### src/rtl/cabin_chime_arbiter.sv
// Shares one cabin chime tone generator among fault, seatbelt, crew-call and
// passenger-call requesters: pulses are latched, served by fixed priority, chime then gap.
module cabin_chime_arbiter #(
  parameter int unsigned CHIME_CYCLES = 16,
  parameter int unsigned GAP_CYCLES   = 4
) (
  input  logic       clk,
  input  logic       reset_n,
  input  logic [3:0] req,
  input  logic       maintenance_mode,
  output logic       chime_active,
  output logic [1:0] chime_id,
  output logic [3:0] grant_pulse,
  output logic [3:0] pending,
  output logic [7:0] drop_count,
  output logic [1:0] state_debug
);

  localparam int unsigned NREQ = 4;
  localparam int unsigned IDW  = 2;
  localparam int unsigned CW   = 8;
  localparam int unsigned DW   = 8;

  localparam logic [CW-1:0] CHIME_LOAD = CW'(CHIME_CYCLES - 1);
  localparam logic [CW-1:0] GAP_LOAD   = CW'(GAP_CYCLES - 1);
  localparam logic [DW-1:0] DROP_MAX   = {DW{1'b1}};

  typedef enum logic [1:0] {
    IDLE  = 2'b00,
    CHIME = 2'b01,
    GAP   = 2'b10
  } state_t;

  state_t           state;
  logic [CW-1:0]    cnt;

  logic             win_valid;
  logic [IDW-1:0]   win_id;
  logic             grant_en;
  logic [IDW-1:0]   grant_idx;
  logic [NREQ-1:0]  grant_onehot;
  logic [NREQ-1:0]  requeue;
  logic [NREQ-1:0]  pend_nxt;
  logic [NREQ-1:0]  drops;
  logic [2:0]       drop_inc;
  logic [DW:0]      drop_sum;
  logic [DW-1:0]    drop_nxt;

  // Lowest-index pending request wins.
  always_comb begin
    win_valid = |pending;
    win_id    = '0;
    for (int i = NREQ - 1; i >= 0; i--) begin
      if (pending[i]) win_id = IDW'(i);
    end
  end

  // Grant decision: normal grant from IDLE/GAP-end, or fault preemption of a running chime.
  always_comb begin
    grant_en  = 1'b0;
    grant_idx = win_id;
    requeue   = '0;
    if (!maintenance_mode) begin
      unique case (state)
        IDLE:  grant_en = win_valid;
        CHIME: begin
          if (chime_id != '0 && pending[0]) begin
            grant_en          = 1'b1;
            grant_idx         = '0;
            requeue[chime_id] = 1'b1;
          end
        end
        GAP:   grant_en = (cnt == '0) && win_valid;
        default: grant_en = 1'b0;
      endcase
    end
    grant_onehot = grant_en ? (NREQ'(1) << grant_idx) : '0;
  end

  // Pending latch (set beats clear) and saturating coalesced-request counter.
  always_comb begin
    pend_nxt = req | (pending & ~grant_onehot) | requeue;
    drops    = req & pending & ~grant_onehot;
    drop_inc = 3'(drops[0]) + 3'(drops[1]) + 3'(drops[2]) + 3'(drops[3]);
    drop_sum = {1'b0, drop_count} + (DW+1)'(drop_inc);
    drop_nxt = (drop_sum > (DW+1)'(DROP_MAX)) ? DROP_MAX : drop_sum[DW-1:0];
  end

  // Chime sequencer; maintenance freezes everything except the pending latch and drop counter.
  always_ff @(posedge clk or negedge reset_n) begin
    if (!reset_n) begin
      state        <= IDLE;
      cnt          <= '0;
      chime_active <= 1'b0;
      chime_id     <= '0;
      grant_pulse  <= '0;
      pending      <= '0;
      drop_count   <= '0;
    end else begin
      pending     <= pend_nxt;
      drop_count  <= drop_nxt;
      grant_pulse <= '0;
      if (grant_en) begin
        state        <= CHIME;
        cnt          <= CHIME_LOAD;
        chime_active <= 1'b1;
        chime_id     <= grant_idx;
        grant_pulse  <= grant_onehot;
      end else if (!maintenance_mode) begin
        unique case (state)
          CHIME: begin
            if (cnt == '0) begin
              state        <= GAP;
              cnt          <= GAP_LOAD;
              chime_active <= 1'b0;
            end else begin
              cnt <= cnt - CW'(1);
            end
          end
          GAP: begin
            if (cnt == '0) begin
              state <= IDLE;
            end else begin
              cnt <= cnt - CW'(1);
            end
          end
          default: state <= IDLE;
        endcase
      end
    end
  end

  assign state_debug = 2'(state);

endmodule
### config.mk
export PLATFORM = sky130hd
export DESIGN_NAME = cabin_chime_arbiter
export DESIGN_NICKNAME = d
export VERILOG_FILES = /design/src/rtl/cabin_chime_arbiter.sv
export SDC_FILE = /design/constraint.sdc
export NUM_CORES = 1
export LEC_CHECK = 0
export ABC_AREA = 1
export CORE_ASPECT_RATIO = 1.1
export CORE_MARGIN = 2
export CORE_UTILIZATION = 45
export CTS_BUF_LIST = sky130_fd_sc_hd__clkbuf_16
export DETAILED_ROUTE_END_ITERATION = 12
export MAX_ROUTING_LAYER = met4
export PLACE_DENSITY = 0.69
export SLEW_MARGIN = 10
export SYNTH_ARGS = -nofsm -noshare
export SYNTH_HDL_FRONTEND = slang
export SYNTH_SLANG_ARGS = --single-unit
export TNS_END_PERCENT = 30
### constraint.sdc
create_clock -name clk -period 4.21 [get_ports clk]
set_clock_uncertainty 0.15 [all_clocks]
set_input_delay 0.421 -clock clk [delete_from_list [all_inputs] [get_ports clk]]
set_output_delay 0.421 -clock clk [all_outputs]
set_load 0.01 [all_outputs]
# Yosys cells after proc, flatten, opt, wreduce, memory -nomap -nowiden
# Index checks and enable logic that the tools add are counted.
# op_classes
n_addsub	5
order_cmp	3
eq_ne	6
shifts	1
mux	32
bitwise_logic	6
n_reduce_logical	13
# op_table
cell	count
2-to-1 mux 8 bit	5
2-to-1 mux 2 bit	11
2-to-1 mux 4 bit	5
case mux 8 bit (2 select lines)	1
AND 4 bit	3
adder 8 x 3 -> 9 bit	1
> comparator 9 x 8 -> 1 bit (second input constant)	1
!= test 3 bit (second input constant)	3
AND reduction 3 bit	3
zero test 8 bit	1
OR 4 bit	2
subtractor 8 x 1 -> 8 bit (second input constant)	1
2-to-1 mux 1 bit	7
nonzero test 2 bit	3
inverter 4 bit	1
case mux 2 bit (2 select lines)	1
OR reduction 4 bit	1
<< shifter 1 x 2 -> 4 bit (first input constant)	1
adder 2 x 1 -> 3 bit	1
adder 3 x 1 -> 3 bit	1
logical AND 1 bit	3
less-than comparator 2 x 3 -> 1 bit (second input constant)	1
case mux 1 bit (3 select lines)	1
nonzero test 3 bit	1
7 further kinds	7
# totals
reg_bits	29
inputBits	7
output_inout_bits	21
elab_cells	73

# Depth between registers and ports, before layout
# depth
depth_word	17
mapped_depth	19
mapped_depth_nobuf	18

# Least setup slack after synthesis
# OpenSTA, ideal clock, no wires.
# synth_timing
kind	register to register
from	reg cnt[0]
to	reg drop_count[3]
setup_ps	72
arrival_time_ps	3043
setup_slack_ps	944
stages_incl_launch_ff	18
period_less_slack_ps	3266
path_cell_list	dfrtp_1 -> inv_1 -> ha_1 -> nand3_1 -> nor2_4 -> nand2_2 -> nand2_2 -> nand2_4 -> buf_6 -> o21bai_1 -> fa_1 -> fa_1 -> inv_1 -> fa_1 -> nand2_1 -> nor2_1 -> nand3_1 -> nand3_1
# synth_between
elab_chain_cells	13
# synth_rtl
element	line_no	source
start: declaration	35	logic [CW-1:0] cnt;
start signal: assignment	117	cnt <= cnt - CW'(1);
start signal: assignment	124	cnt <= cnt - CW'(1);
zero test 8 bit (*)	73	GAP: grant_en = (cnt == '0) && win_valid;
logical AND 1 bit (*)	73	
case mux 1 bit (3 select lines) (*)	64	unique case (state)
2-to-1 mux 1 bit (*)	63	if (!maintenance_mode) begin
2-to-1 mux 4 bit (*)	77	grant_onehot = grant_en ? (NREQ'(1) << grant_idx) : '0;
inverter 4 bit (*)	83	drops = req & pending & ~grant_onehot;
AND 4 bit (*)	83	
adder 1 x 1 -> 2 bit	84	drop_inc = 3'(drops[0]) + 3'(drops[1]) + 3'(drops[2]) + 3'(drops[3]);
adder 2 x 1 -> 3 bit	84	
adder 3 x 1 -> 3 bit (*)	84	
adder 8 x 3 -> 9 bit (*)	85	drop_sum = {1'b0, drop_count} + (DW+1)'(drop_inc);
> comparator 9 x 8 -> 1 bit	86	drop_nxt = (drop_sum > (DW+1)'(DROP_MAX)) ? DROP_MAX : drop_sum[DW-1:0];
2-to-1 mux 8 bit (*)	86	
net drop_nxt[3]	47	logic [DW-1:0] drop_nxt;
end signal: assignment	101	drop_count <= drop_nxt;
end: declaration	15	output logic [7:0] drop_count,
# Mark *: on every way through the listed nets, which the timed path passes. The rest lies on a longest branch.
# A chain may end at the register's enable or synchronous reset.

# Worst setup path after layout
# layout_timing
from	reg cnt[0]
to	reg drop_count[2]
# The elaborated chain is that of the path after synthesis.

==> impl_metrics.py <==
metrics = {
    "grt": {
        "grt_pass1_wl_um": 5870,
        "track_usage_pct": 18.6,
        "grt_max_degree": 32,
        "first_global_vias": 1315,
        "overflow": 0,
        "grt_antenna_before_repair": 0,
    },
    "worst_setup_path": {
        "reg2reg_slack_ns": 0.55,
        "worstPathRequired_ns": 4.24,
        "worst_path_max_delay_cell": "fa_1",
        "worst-setup-path-type": "reg -> reg",
        "cp_slowest_stage_delay_ns": 0.47,
        "startpoint_type": "flip-flop",
        "reg2reg_to": "drop_count[2]",
        "reg2regPathDepth": 16,
        "worstReg2RegStart": "cnt[0]",
        "path_cells": "inv_1 > ha_1 > nand3_1 > nor2_4 > nand2_2 > nand2_2 > nand2_4 > o21bai_1 > fa_1 > fa_1 > inv_1 > fa_1 > nand2_1 > nor2_1 > nand3_1 > o21ai_0",
        "worstPathMaxFanout": 31,
        "crit_buf_inv": 2,
        "path_common_cell": "fa_1",
        "end_kind": "flip-flop",
        "critPathArrivalTime_ns": 3.69,
        "crit_family": "adder cells",
    },
    "hold_path": {
        "min_from": "chime_active",
        "hold_depth": 2,
        "min_path_type": "reg -> reg",
        "holdPathEnd": "chime_active",
    },
    "synthesis": {
        "syn_area_um2": 1690,
        "synth_area_per_cell_um2": 7.89,
        "syn_nets": 227,
        "syn_inst": 214,
        "yosysSeqAreaShare_pct": 43.0,
        "yosysUniqueCellTypes": 29,
        "synth_seq_cells": 29,
        "yosys_warnings": 0,
    },
    "drt": {
        "wirelength_um": 3370,
        "dr_wl_met3_um": 176,
        "firstDrtPassIters": 4,
        "top_layer": "met4",
        "wl_met2_um": 1680,
        "wl_per_cell_um": 11.4,
        "drtAntennaViolNets": 0,
        "drc": 0,
        "met1_length_um": 1500,
        "drt_iter0_markers": 61,
        "vias": 1455,
        "via_per_inst": 4.92,
    },
    "power": {
        "ir_drop_mv": 0.475,
        "power_density_nw_per_um2": 576,
        "p_leak_uw": 0.00104,
    },
    "floorplanning": {
        "fp.dieH_um": 68.2,
        "initial_core_util_pct": 46.5,
        "dieWidth_um": 62.4,
        "rows": 23,
        "io_pins": 28,
        "die_area_um2": 4260,
        "fp.coreArea_um2": 3630,
    },
    "clock_network": {
        "cts_resized": 0,
        "clk_path_buf_depth": 2,
        "clk_latency_ns": 0.27,
        "cts-hold-fix-buffers": 0,
        "cts_buffers": 5,
        "h-tree-depth": 2,
        "cts.clk_slew.worst_paths_ns": 0.05,
        "root_buffer": "clkbuf_16",
        "cts.sinks": 29,
        "cts_setup_buffers": 0,
        "cts_tree": "yes",
    },
    "sta": {
        "max_freq_mhz": 273,
        "worst_pin_slew_ns": 0.599,
        "period_minus_slack_ns": 3.66,
        "rsz0062_at_grt": "no",
        "setup_violations": 0,
        "finalHoldViolCount": 0,
        "fin_crit_sh_pct": 86.9,
        "drv_slew": 0,
        "tns_ns": 0,
        "relSlewSlack_pct": 59.8,
    },
    "placed_design": {
        "place_area_um2": 1990,
        "gp_congestion": 0.838,
        "port_buffers": 27,
        "dp_hpwl_um": 2510,
    },
    "final_layout": {
        "areaGrowthSynthToFinish_pct": 26.0,
        "antennaDiodeCount": 0,
        "drive_gt1_share_pct": 8.54,
        "final_cell_area_um2": 2130,
        "final_util_pct": 58.7,
        "layout.nets": 259,
    },
    "status": {
        "status": "complete, no violations",
    },
    "run": {
        "maxCapViolCount": 0,
    },
}
per-stage QoR:
stage	setup WS, ns	std cells	total power (uW)	hold WS [ns]
floorplan	0.944	214	731	-0.0246
global placement	0.701	289	901	0.322
detailed placement	0.547	289	911	0.321
CTS	0.543	296	1250	0.341
global route	0.247	296	1330	0.374
finish	0.551	296	1230	0.340
layout by cell type, fill, tap and decap left out, types with 3 or more instances in the layout:
cell             netlist  final
nand2_1               65     65
clkbuf_16              0      5
nand4_1                4      4
nand3_1               13     13
clkdlybuf4s50_1        0     27
nand2_2                3      3
inv_1                 26     27
o21bai_1               5      5
dfrtp_1               29     29
fa_1                   3      3
ha_1                   3      3
o21ai_0                7      7
o21ai_1                3      3
nor2_1                23     23
o21ai_2                3      3
a21oi_1                5      5
worst reg2reg max path, cell delays in order (launching register included):
cell      delay (ns)
dfrtp_1         0.39
inv_1           0.14
ha_1            0.18
nand3_1         0.12
nor2_4          0.18
nand2_2         0.07
nand2_2         0.07
nand2_4         0.19
o21bai_1        0.25
fa_1            0.47
fa_1            0.45
inv_1           0.08
fa_1            0.18
nand2_1         0.10
nor2_1          0.16
nand3_1         0.23
o21ai_0         0.15
logic make-up after synthesis:
kind of cell / synth area share (%)
flops: 43.0
simple gates: 30.8
compound gates: 10.9
xor+xnor: 1.56
buf+inv: 8.01
fa+ha+maj: 5.78
state kept, by name, summed over array words and instances, names as in the netlist:
| name | cells |
|---|---|
| grant_pulse | 4 |
| cnt | 8 |
| state_debug | 2 |
| chime_active | 1 |
| pending | 4 |
| chime_id | 2 |
| drop_count | 8 |
worst max-delay path by stage:
stage	from	to	cells after the start
after floorplan	cnt[0]	drop_count[3]	17
after global placement	cnt[0]	drop_count[3]	16
after detailed placement	cnt[0]	drop_count[6]	16
after CTS	cnt[0]	drop_count[2]	16
after global routing	cnt[0]	drop_count[6]	16
final	cnt[0]	drop_count[2]	16
power by group:
part	total [uW]	switching, uW	internal (uW)	leakage (uW)
Clock	322	111	210	0.0000685
Combinational	498	279	218	0.000636
Sequential	407	59.5	347	0.000341
Total	1230	450	776	0.00104
synthesized netlist by cell type:
master | number | area [um2]
fa_1 | 3 | 60.1
nand4_1 | 4 | 25.0
a21oi_4 | 1 | 16.3
nor3_1 | 2 | 10.0
nand3_1 | 13 | 65.1
nor3b_1 | 1 | 7.51
nand2_4 | 1 | 11.3
nand2_1 | 65 | 244
inv_2 | 1 | 3.75
o21ai_0 | 7 | 35.0
nor2_2 | 2 | 12.5
nand2_2 | 3 | 18.8
a21oi_1 | 5 | 25.0
dfrtp_1 | 29 | 726
ha_1 | 3 | 37.5
o21bai_1 | 5 | 37.5
o21ai_1 | 3 | 15.0
xnor2_1 | 1 | 8.76
a21o_1 | 1 | 7.51
a41oi_1 | 1 | 8.76
or2_2 | 1 | 6.26
buf_6 | 3 | 33.8
nor2_1 | 23 | 86.3
inv_1 | 26 | 97.6
o21ai_2 | 3 | 26.3
xor2_1 | 2 | 17.5
a31oi_1 | 2 | 12.5
nor3_2 | 1 | 10.0
nor2_4 | 2 | 22.5
final cells by class:
class / count / area (um2)
fillers: 334 / 1500
clock buffers: 5 / 125
repair buffers: 28 / 278
clock inverters: 2 / 7.51
flip-flops and latches: 29 / 726
well taps: 50 / 62.6
inverters: 27 / 101
multi-input cells: 155 / 827
routing by layer:
layer / vias up / track usage [%]
met5: - / -
met3: 2 / 6.41
met4: 0 / 7.22
li1: 748 / -
met1: 677 / 21.2
met2: 28 / 31.0
(Power assumes the default switching activity.)
==> RTL edit 1 (same flow settings) <==
`CW`: 8 -> 9.
--- a/src/rtl/cabin_chime_arbiter.sv
+++ b/src/rtl/cabin_chime_arbiter.sv
@@ -18,7 +18,7 @@
 
   localparam int unsigned NREQ = 4;
   localparam int unsigned IDW  = 2;
-  localparam int unsigned CW   = 8;
+  localparam int unsigned CW   = 9;
   localparam int unsigned DW   = 8;
 
   localparam logic [CW-1:0] CHIME_LOAD = CW'(CHIME_CYCLES - 1);
Behaviour: no difference found for any inputs over 4 cycles, from zero or initial values and one cycle with reset_n low; that may be too few to reach the edited logic, so the function may still have changed.
==> RTL edit 1 against the unedited design <==
- setup slack better by 0.29 ns
- wire length increased by 7.9%
- final area grew 3.1%
- first-iteration DRC count rose by 120%
- count of clock-buffer cells in the layout unchanged
- highest routed layer unchanged
- sequential share of layout area grew 0.13 points
- critical path type unchanged
- via count grew 5.6%
- power rose by 35%
- final cell count increased by 6.1%
- area after synthesis up 3.4%
- sequential cell count increased by 1
- utilization up 0.85 points
==> RTL edit 1: results (changes against the unedited design) <==
- Outcome: complete, no violations (unchanged)
- Total wire length: 3640 um (was 3370 um)
- Vias per Instance: 4.89 (was 4.92)
- IO buf count: 27 (unchanged)
- Vias in the first global route: 1410 (was 1315)
- Tot GR Track Use: 18.7% (was 18.6%)
- VDD IR-drop max: 413 uV (was 475 uV)
- Post-synth top cells: 77 x nand2_1, 30 x dfrtp_1, 30 x inv_1 (was 65 x nand2_1, 29 x dfrtp_1, 26 x inv_1)
- Worst Path Arrival: 3.40 ns (was 3.69 ns)
- Max clock buf depth: 2 (unchanged)
- DP HPWL: 2680 um (was 2510 um)
- Yosys cell types: 24 (was 29)
- Pin count of the biggest net entering global routing: 36 (was 32)
- Worst slack at placement: 0.749 ns (was 0.547 ns)
- Syn_nets: 244 (was 227)
- # fillers: 383 (was 334)
- CP max-delay cell: fa_1 (unchanged)
- Post-Syn Area per Cell: 7.56 um2 (was 7.89 um2)
- Initial DRC count: 134 (was 61)
- Worst-path clk slew: 0.05 ns (about the same)
- Max H-tree Level: 2 (unchanged)
- Synth async-reset ratio: 100% (unchanged)
- Avg WL per Cell: 11.6 um (was 11.4 um)
- Synth top area cells: dfrtp_1 43%, nand2_1 17%, inv_1 6.5%, nand3_1 5.4%, nor2_1 5.4% (was dfrtp_1 43%, nand2_1 14%, inv_1 5.8%, nor2_1 5.1%, nand3_1 3.9%)
- Leakage Power: 1.11 nW (was 1.04 nW)
- Share of layout cells above drive strength 1: 6.06% (was 8.54%)
- Final min period: 3.37 ns (was 3.66 ns)
- DRT Pass-1 Iters: 4 (unchanged)
- CP max FO: 8 (was 31)
- Overflow after GRT: 0 (unchanged)
- Final nets: 276 (was 259)
- Worst path max stage delay: 0.46 ns
- Hold Crit Class: reg -> reg (unchanged)
- Reg2Reg Setup Slack: 0.84 ns (was 0.55 ns)
- Global-route wire length before repair: 6370 um (was 5870 um)
- Routability cong.: 0.847 (was 0.838)
- Worst-Skew Late Latency: 0.27 ns (about the same)
- Post-synthesis sequential area ratio: 43.0% (about the same)
- Max_slew headroom: 26.1% (was 59.8%)
- Placed instance count: 306 (was 289)
- Top flop regs: cnt (9), drop_count (8) (was cnt (8), drop_count (8))
## RTL edit 1: cell count changes after synthesis, moves of 2 or more
cell,delta
nor2_1,+2
nand3_1,+6
o21bai_1,-5
o21ai_0,+2
o21bai_2,+3
nand2_1,+12
o21ai_1,-3
nor3_2,+2
nor2_2,-2
o21ai_2,-3
inv_1,+4
nand2_2,-2
nor2_4,-2
## RTL edit 1: worst paths after layout
| path | start | to | cells past startpoint |
|---|---|---|---|
| min in group asynchronous | reset_n | drop_count[1] | 1 |
| setup / recovery | cnt[0] | drop_count[4] | 18 |
| setup reg to reg | cnt[0] | drop_count[4] | 18 |
| hold reg to reg | chime_active | chime_active | 2 |
| hold / removal | chime_active | chime_active | 2 |
| max in group asynchronous | reset_n | chime_id[1] | 2 |
## RTL edit 1: per-stage QoR
| step | total power [W] | utilization [%] | hold WS, ns | area (um2) |
|---|---|---|---|---|
| 3_3_place_gp | 0.00132 | 55.8 | 0.326 | 2050 |
| 5_1_grt | 0.00183 | 59.5 | 0.401 | 2190 |
| 3_5_place_dp | 0.00133 | 55.8 | 0.334 | 2050 |
| 4_1_cts | 0.00168 | 59.5 | 0.351 | 2190 |
| 6_report | 0.00166 | 59.5 | 0.341 | 2190 |
| 2_1_floorplan | 0.00108 | - | -0.0246 | 1750 |
## RTL edit 1: report_power, final
part	switching [W]	internal (W)	total, W
logic	0.000472	0.000345	0.000818
clock network	0.000112	0.000212	0.000324
registers	0.000114	0.000403	0.000518
total	0.000699	0.000961	0.00166
## RTL edit 1: final cells by class
| type | instances | share of cell area, % |
|---|---|---|
| Clock buffer | 5 | 5.71 |
| Clock inverter | 3 | 0.571 |
| Inverter | 31 | 5.31 |
| Multi-Input combinational cell | 166 | 38.3 |
| Sequential cell | 30 | 34.2 |
| Tap cell | 50 | 2.85 |
| Timing Repair Buffer | 29 | 13.0 |
## RTL edit 1: logic make-up after synthesis
logic type / share of synthesized area [%]
XOR/XNOR: 2.01
adder cells (fa/ha/maj): 5.59
AO/OA/AOI/OAI: 8.32
buffers and inverters: 8.89
AND/OR/NAND/NOR: 32.2
flip-flops: 43.0
## RTL edit 1: layer usage
metal | GRT usage, % | vias up | routed length, um
met1 | 25.4 | 711 | 1710
met3 | 5.52 | 4 | 175
met5 | - | - | 0
met2 | 27.4 | 31 | 1710
li1 | - | 791 | -
met4 | 4.83 | 0 | 46
## RTL edit 1: worst min-delay path, cell delays in order (launching register included)
cell	delay (ns)
dfrtp_1	0.34
nand2_1	0.06
nand2_1	0.06
==> RTL edit 2 (same flow settings) <==
Without the edit above. Take the reset off `pending` and load it in a clocked block of its own.
--- a/src/rtl/cabin_chime_arbiter.sv
+++ b/src/rtl/cabin_chime_arbiter.sv
@@ -94,10 +94,8 @@
       chime_active <= 1'b0;
       chime_id     <= '0;
       grant_pulse  <= '0;
-      pending      <= '0;
       drop_count   <= '0;
     end else begin
-      pending     <= pend_nxt;
       drop_count  <= drop_nxt;
       grant_pulse <= '0;
       if (grant_en) begin
@@ -130,6 +128,10 @@
     end
   end
 
+  always_ff @(posedge clk) begin
+    pending <= pend_nxt;
+  end
+
   assign state_debug = 2'(state);
 
 endmodule
Check against the original RTL: not equivalent (a bounded check fails within 4 cycles, from zero or initial values and one cycle with reset_n low).
==> RTL edit 2 against the unedited design <==
- maximum frequency rose by 0.75%
- wire length up 2.6%
- power rose by 0.53%
- utilization is 0.087 points higher
- sequential cell count did not move
- non-clock buffer count stayed put
- synthesized cell count is the same
- critical path depth unchanged
- via count fell by 0.48%
- final area down 0.65%
- area after synthesis decreased by 1.2%
- setup slack improved by 0.027 ns
- critical path type unchanged
==> RTL edit 2: results (changes against the unedited design) <==
- Outcome: complete, no violations (unchanged)
- Initial DRC count: 52 (was 61)
- Worst Path Arrival: 3.67 ns (was 3.69 ns)
- # diodes: 0 (unchanged)
- Worst slack at placement: 0.568 ns (was 0.547 ns)
- Synth Area in Compound Gates: 11.0% (was 10.9%)
- Via count: 1448 (was 1455)
- Reg2Reg Setup Slack: 0.58 ns (was 0.55 ns)
- Initial antenna violation count: 0 (unchanged)
- R2R Path Start: cnt[0] (unchanged)
- DRT Pass-1 Iters: 4 (unchanged)
- Hold slack final: 0.332 ns (was 0.340 ns)
- IO buf count: 27 (unchanged)
- DP HPWL: 2530 um (was 2510 um)
- Synth async-reset ratio: 86.2% (was 100%)
- Max-cap violations: 0 (unchanged)
- Mux share of post-synthesis cell area: 0% (unchanged)
- Share of layout cells above drive strength 1: 9.31% (was 8.54%)
- Hold Crit Depth: 2 (unchanged)
- Worst hold start: chime_active (unchanged)
- Met1 Use GR: 25.2% (was 21.2%)
- VDD IR-drop max: 404 uV (was 475 uV)
- Top flop regs: cnt (8), drop_count (8) (unchanged)
- Reg-to-Reg End: drop_count[2] (unchanged)
- Synth Area in XOR/XNOR: 1.58% (was 1.56%)
- Met2 Resource Use GR: 29.9% (was 31.0%)
- Slew @ Worst Pin: 0.608 ns (was 0.599 ns)
- Placed cell area: 0.00197 mm2 (was 0.00199 mm2)
- Tcrit/Tclk final: 86.3% (was 86.9%)
- Switching Share: 37.0% (was 36.7%)
- Max clock buf depth: 2 (unchanged)
- Routability cong.: 0.795 (was 0.838)
- Met3 usage: 5.48% (was 6.41%)
- Avg WL per Cell: 11.6 um (was 11.4 um)
- Leakage Power: 1.05 nW (was 1.04 nW)
- Warnings, synthesis: 0 (unchanged)
- Yosys cell types: 30 (was 29)
- Post-CTS sizing: 0 (unchanged)
- CP max FO: 31 (unchanged)
- Global-route wire length before repair: 6010 um (was 5870 um)
- Post-synthesis sequential area ratio: 42.3% (was 43.0%)
- Post-synth top cells: 65 x nand2_1, 26 x inv_1, 25 x dfrtp_1 (was 65 x nand2_1, 29 x dfrtp_1, 26 x inv_1)
- Synth top area cells: dfrtp_1 38%, nand2_1 15%, inv_1 5.9%, nor2_1 5.2%, dfxtp_1 4.8% (was dfrtp_1 43%, nand2_1 14%, inv_1 5.8%, nor2_1 5.1%, nand3_1 3.9%)
- Tot GR Track Use: 19.8% (was 18.6%)
- Adder-cell area share of the yosys netlist: 5.85% (was 5.78%)
-- RTL edit 2: how the worst max path moves through the flow --
stage                start            end  depth (start not counted)
floorplan           cnt[0]  drop_count[3]                         17
global placement    cnt[0]  drop_count[4]                         16
detailed placement  cnt[0]  drop_count[6]                         16
CTS                 cnt[0]  drop_count[2]                         16
global route        cnt[0]  drop_count[2]                         16
finish              cnt[0]  drop_count[2]                         16
-- RTL edit 2: power groups by stage --
stage	logic (W)	registers (W)	clock network, W
after floorplan	0.000303	0.000428	0
after global placement	0.000495	0.000413	0
after detailed placement	0.000493	0.000412	0
after CTS	0.000498	0.000409	0.000340
after global routing	0.000560	0.000420	0.000351
final	0.000492	0.000409	0.000331
-- RTL edit 2: critical path, stage by stage (launching register included) --
cell and delay (ns):
dfrtp_1 0.38, inv_1 0.14, ha_1 0.18, nand3_1 0.12, nor2_4 0.19, nand2_2 0.06, nand2_2 0.07, nand2_4 0.20
o21bai_1 0.23, fa_1 0.46, fa_1 0.45, inv_1 0.08, fa_1 0.18, nand2_1 0.09, nor2_1 0.15, nand3_1 0.24
o21ai_0 0.15
-- RTL edit 2: cells by family after synthesis --
| logic type | after synthesis |
|---|---|
| buffers and inverters | 30 |
| AOI/OAI and AO/OA | 28 |
| xor gates and xnor gates | 3 |
| adders and majority gates | 6 |
| DFF | 29 |
| and+or+nand+nor | 118 |
-- RTL edit 2: final cells by class --
| class | instances | area, um2 |
|---|---|---|
| fill | 335 | 1480 |
| clock buffer | 5 | 125 |
| timing repair buffer | 28 | 278 |
| inverter | 27 | 101 |
| multi-input combinational | 155 | 827 |
| sequential | 29 | 706 |
| tap | 50 | 62.6 |
| clock inverter | 3 | 13.8 |
-- RTL edit 2: metal layers --
metal	part of all wire [%]	up-vias
li1	-	746
met1	47	670
met2	47	28
met3	4.7	4
met4	1.0	0
met5	0	-
-- RTL edit 2: metrics by stage --
step	util, %	std cells	total power (W)
6_report	58.7	297	0.00123
5_1_grt	58.7	297	0.00133
4_1_cts	58.7	297	0.00125
3_5_place_dp	54.9	289	0.000905
3_3_place_gp	54.9	289	0.000909
2_1_floorplan	-	214	0.000731
